`src/rtl/uart_rx_v_2.sv`:
```
// UART receiver: 2-flop synchroniser, mid-bit sampling, 8E1 framing, valid/ack hand-off of each good word.
// Word lands one clock after the mid-stop sample; an unread word blocks new ones (dropped, sticky overrun).
module uart_rx_v_2 #(
  parameter int WORD_LENGTH      = 8,
  parameter int BAUD_COUNTER_MAX = 434,
  parameter int HALF_BIT         = BAUD_COUNTER_MAX / 2
) (
  input  logic                   clk,
  input  logic                   rst,
  input  logic                   UART_Rx_IN,
  input  logic                   Rx_READ_ACK,
  output logic [WORD_LENGTH-1:0] Rx_DATA,
  output logic                   Rx_VALID,
  output logic                   Rx_PARITY_ERR,
  output logic                   Rx_FRAME_ERR,
  output logic                   Rx_OVERRUN,
  output logic                   err_ack
);

  localparam int CW = $clog2(BAUD_COUNTER_MAX) + 1;
  localparam int IW = $clog2(WORD_LENGTH + 1);

  localparam logic [CW-1:0] C_HALF = CW'(HALF_BIT);
  localparam logic [CW-1:0] C_MAX  = CW'(BAUD_COUNTER_MAX);
  localparam logic [IW-1:0] I_PAR  = IW'(WORD_LENGTH);

  localparam logic [2:0] S_IDLE      = 3'd0;
  localparam logic [2:0] S_START     = 3'd1;
  localparam logic [2:0] S_DATA      = 3'd2;
  localparam logic [2:0] S_STOP      = 3'd3;
  localparam logic [2:0] S_WAIT_HIGH = 3'd4;

  logic                 r_sync1;
  logic                 r_sync2;
  logic [2:0]           r_state;
  logic [CW-1:0]        r_cnt;
  logic [IW-1:0]        r_idx;
  logic [WORD_LENGTH:0] r_shift;
  logic                 r_good;

  logic                 w_rxs;
  logic [2:0]           w_state_nxt;
  logic [CW-1:0]        w_cnt_nxt;
  logic [IW-1:0]        w_idx_nxt;
  logic [WORD_LENGTH:0] w_shift_nxt;
  logic                 w_good;
  logic                 w_perr;
  logic                 w_ferr;
  logic                 w_load;

  assign w_rxs  = r_sync2;
  assign w_load = r_good && (!Rx_VALID || Rx_READ_ACK);

  always_ff @(posedge clk or negedge rst) begin
    if (!rst) begin
      r_sync1 <= 1'b1;
      r_sync2 <= 1'b1;
    end else begin
      r_sync1 <= UART_Rx_IN;
      r_sync2 <= r_sync1;
    end
  end

  always_comb begin
    w_state_nxt = r_state;
    w_cnt_nxt   = r_cnt + 1'b1;
    w_idx_nxt   = r_idx;
    w_shift_nxt = r_shift;
    w_good      = 1'b0;
    w_perr      = 1'b0;
    w_ferr      = 1'b0;
    case (r_state)
      S_IDLE: begin
        w_cnt_nxt = '0;
        if (!w_rxs) w_state_nxt = S_START;
      end
      S_START: begin
        if (r_cnt == C_HALF) begin
          w_cnt_nxt = '0;
          if (!w_rxs) begin
            w_state_nxt = S_DATA;
            w_idx_nxt   = '0;
          end else begin
            w_state_nxt = S_IDLE;
          end
        end
      end
      S_DATA: begin
        if (r_cnt == C_MAX) begin
          w_cnt_nxt          = '0;
          w_shift_nxt[r_idx] = w_rxs;
          if (r_idx == I_PAR) w_state_nxt = S_STOP;
          else                w_idx_nxt   = r_idx + 1'b1;
        end
      end
      S_STOP: begin
        if (r_cnt == C_MAX) begin
          w_cnt_nxt = '0;
          if (w_rxs) begin
            // Leaving at mid-stop lets an immediately following start edge be caught.
            w_state_nxt = S_IDLE;
            if (^r_shift == 1'b0) w_good = 1'b1;
            else                  w_perr = 1'b1;
          end else begin
            w_state_nxt = S_WAIT_HIGH;
            w_ferr      = 1'b1;
          end
        end
      end
      S_WAIT_HIGH: begin
        w_cnt_nxt = '0;
        if (w_rxs) w_state_nxt = S_IDLE;
      end
      default: begin
        w_state_nxt = S_IDLE;
        w_cnt_nxt   = '0;
      end
    endcase
    if (w_state_nxt != r_state) w_cnt_nxt = '0;
  end

  always_ff @(posedge clk or negedge rst) begin
    if (!rst) begin
      r_state <= S_IDLE;
      r_cnt   <= '0;
      r_idx   <= '0;
      r_shift <= '0;
    end else begin
      r_state <= w_state_nxt;
      r_cnt   <= w_cnt_nxt;
      r_idx   <= w_idx_nxt;
      r_shift <= w_shift_nxt;
    end
  end

  always_ff @(posedge clk or negedge rst) begin
    if (!rst) begin
      r_good        <= 1'b0;
      Rx_PARITY_ERR <= 1'b0;
      Rx_FRAME_ERR  <= 1'b0;
      err_ack       <= 1'b0;
    end else begin
      r_good        <= w_good;
      Rx_PARITY_ERR <= w_perr;
      Rx_FRAME_ERR  <= w_ferr;
      err_ack       <= w_perr | w_ferr;
    end
  end

  // The shift register is still intact one clock after the stop sample (state is IDLE).
  always_ff @(posedge clk or negedge rst) begin
    if (!rst) begin
      Rx_DATA    <= '0;
      Rx_VALID   <= 1'b0;
      Rx_OVERRUN <= 1'b0;
    end else if (w_load) begin
      Rx_DATA  <= r_shift[WORD_LENGTH-1:0];
      Rx_VALID <= 1'b1;
      if (Rx_READ_ACK) Rx_OVERRUN <= 1'b0;
    end else if (r_good) begin
      Rx_OVERRUN <= 1'b1;
    end else if (Rx_READ_ACK) begin
      Rx_VALID   <= 1'b0;
      Rx_OVERRUN <= 1'b0;
    end
  end

endmodule

```
`config.mk`:
```
export PLATFORM = sky130hd
export DESIGN_NAME = uart_rx_v_2
export DESIGN_NICKNAME = d
export VERILOG_FILES = /design/src/rtl/uart_rx_v_2.sv
export SDC_FILE = /design/constraint.sdc
export NUM_CORES = 1
export LEC_CHECK = 0
export ABC_AREA = 1
export BUFFER_PORTS_ARGS = -buffer_cell sky130_fd_sc_hd__buf_2
export CAP_MARGIN = 10
export CORE_UTILIZATION = 65
export CTS_BUF_LIST = sky130_fd_sc_hd__clkbuf_4 sky130_fd_sc_hd__clkbuf_8
export DETAILED_ROUTE_END_ITERATION = 10
export PLACE_DENSITY = 0.85
export SLEW_MARGIN = 20
export SYNTH_ARGS = -nofsm -noshare
export SYNTH_HDL_FRONTEND = slang
export SYNTH_SLANG_ARGS = --single-unit
```
`constraint.sdc`:
```
create_clock -name clk -period 3.1 [get_ports clk]
set_input_delay 0.31 -clock clk [delete_from_list [all_inputs] [get_ports clk]]
set_output_delay 0.31 -clock clk [all_outputs]
set_load 0.1 [all_outputs]
```
==> results.toml <==
[sta]
grt_setup_unrepaired = "false"
setup_viol = 0
timing.fmax_mhz = 612
hold_viol_final = 0
worst_pin_slew_ns = 0.881
hold_slack_ns = 0.0472
finalClockSkew_ns = 0.00585
slew_violations = 0
post-route-period-util_pct = 52.7
layout_min_cycle_time_ns = 1.63
relSlewSlack_pct = 41.3
tns_ns = 0

[detailed_routing]
vias_per_cell = 5.24
drc_errors = 0
routed_wl_mm = 3.75
vias = 1692
first_pass_iters = 4
ant_nets = 0
drt_iter0_drc = 66
routedWlPerCell_um = 11.6

[layout]
layout-drive-gt1-share_pct = 19.0
n_antenna_cell = 0
area_growth_pct = 8.51
nets = 289

[cts]
clk_latency_ns = 0.35
cts_hold_buf = 0
post_cts_buffers = 0
cts_max_path_buffers = 2
cts.sinks = 42
root_buffer = "clkbuf_4"
cts_buffers = 5
cts_resized = 0
cts_tree = "done"
clk_pin_slew_ns = 0.12
cts_max_level = 2

[pwr]
power_leakage_nw = 1.30
switchingPower_mw = 0.185
vdd_drop_max_v = 0.000377
p_int_mw = 0.719
seqPwrFrac_pct = 60.9
p_clk_share_pct = 37.4
pwr-share-comb_pct = 1.7
power.total_mw = 0.904
swShare_pct = 20.5
pwr_density_cell_mw_per_mm2 = 378

[run_status]
run_status = "complete, no violations"

[floorplanning]
start_util_pct = 70.5
die_h_um = 60.2
die_x_um = 60.2
pin_count = 17
coreArea_mm2 = 0.00313
rows = 20
die_area_mm2 = 0.00363

[worst_hold_path]
whs_path_depth = 1
min_from = "UART_Rx_IN"
hp-class = "in -> reg"

[logic_synthesis]
synth-simple-area-share_pct = 30.1
synth_mux_area_share_pct = 2.04
yosys.area.top_type = "dfrtp_1"
synth-seq-cells = 42
seq_area_frac_synth_pct = 47.8
ys.flop_type = "dfrtp_1"
synth_top_family_by_area = "simple AND/OR/NAND/NOR gates"
synth_fp_nets = 269
synthesis.area_mm2 = 0.00220
synth_compound_area_share_pct = 5.85
syn_inst = 258
syn_avg_cell_area_um2 = 8.55
synth_xor_xnor_area_share_pct = 2.78
synth_commonest_cells = "65 x nand2_1, 40 x dfrtp_1, 31 x inv_1"
ys_types = 31
synthTopCellsByArea = "dfrtp_1 45%, nand2_1 11%, inv_1 5.3%"
synth_top_area_share_pct = 45.4
synth_enable_flop_cells = 0
yosysMostFrequentCell = "nand2_1"
synthArstFlopShare_pct = 100
ys_warn_count = 0
synthAdderAreaFrac_pct = 3.97

[worst_setup_path]
cp-startpoint = "r_cnt[0]"
required_ns = 3.33
r2r_start = "r_cnt[0]"
r2r.worst_path.cells = 9
slowest_stage = "dfrtp_1"
worstPathArrival_ns = 1.86
cpPeakStageDelay_ns = 0.46
cp_cell_sequence = "inv_1, ha_1, inv_1, nor3_1, nand2_2, nor2_1, nand2_1, nand2_1, o21ai_1"
critical_path_class = "reg -> reg"
worstSetupEndpointType = "register"
cp_max_fo = 5
startpoint_type = "register"

[global_route]
track_usage_pct = 24.9
grt_pass1_vias = 1582
grt_max_degree = 43
grt_pass1_wl_mm = 6.64
antenna_found_initial = 0
gr-total-overflow = 0

[placed_design]
portBuffers = 16
routabilityCongestion = 0.883
dp_hpwl_mm = 2.87

[run]
cap_violations = 0
-- flip-flops by register name, indices dropped and copies added (netlist names) --
name           count
Rx_VALID           1
r_idx              4
Rx_FRAME_ERR       1
r_sync2            1
r_sync1            1
r_cnt             10
r_good             1
Rx_DATA            8
Rx_PARITY_ERR      1
r_state            3
r_shift            9
err_ack            1
Rx_OVERRUN         1
-- metrics by stage --
step	utilization (%)	setup WS (ns)	area [µm²]	instances
after global placement	74.0	1.55	2310	315
after detailed placement	74.0	1.48	2310	315
after floorplan	-	1.24	2200	258
after global routing	76.5	1.30	2390	323
after CTS	76.5	1.44	2390	323
final	76.5	1.47	2390	323
-- power by group through the flow --
stage               combinational, mW  clock, mW  sequential [mW]
detailed placement             0.0164          0            0.561
global route                   0.0187      0.373            0.551
CTS                            0.0164      0.352            0.551
global placement               0.0163          0            0.561
finish                         0.0153      0.338            0.551
floorplan                     0.00362          0            0.561
-- kinds of logic (layout without fill, tap and decap cells) --
family / after synthesis / after routing
AND/OR/NAND/NOR: 136 / 136
flip-flops: 42 / 42
buffers and inverters: 40 / 61
AO/OA/AOI/OAI: 22 / 22
adder cells (fa/ha/maj): 7 / 7
XOR/XNOR: 7 / 7
multiplexers: 4 / 4
-- worst max-delay path: cells and delay by family, from the launching register on --
| kind | cells | cell delay [ns] |
|---|---|---|
| and+or+nand+nor | 5 | 0.73 |
| DFF | 1 | 0.46 |
| adders and majority gates | 1 | 0.14 |
| buffers and inverters | 2 | 0.13 |
| AOI/OAI and AO/OA | 1 | 0.06 |
-- cell usage in the layout (no fill, tap or decap), types with 5 or more instances in the layout --
master / count
nand2_1: 65
dfrtp_1: 40
inv_1: 31
nor2_1: 24
nand3_1: 23
buf_2: 16
o21ai_1: 9
ha_1: 7
nand4_1: 6
xor2_1: 6
o21ai_0: 6
inv_2: 5
nor3_2: 5
clkbuf_4: 5
-- layout make-up --
class                      instances  area [µm²]
sequential                        42        1050
multi-input combinational        176         987
fill                             216         736
inverter                          37         139
timing repair buffer              16        80.1
tap                               44        55.1
clock inverter                     3        40.0
clock buffer                       5        37.5
-- layer usage --
layer  vias up  wire, µm  GRT usage (%)
li1        863         -              -
met1       796      1690           30.3
met2        26      1870           42.4
met3         7       111           5.63
met4         0        82           9.63
met5         -         0              0
-- final timing paths --
path                         endpoint  slack [ns]
max in group asynchronous    r_idx[0]        2.49
setup / recovery           r_shift[8]        1.47
hold / removal                r_sync1        0.05
hold reg to reg               r_sync2        0.36
setup reg to reg           r_shift[8]        1.47
min in group asynchronous    Rx_VALID        0.07
(Power assumes the default switching activity.)
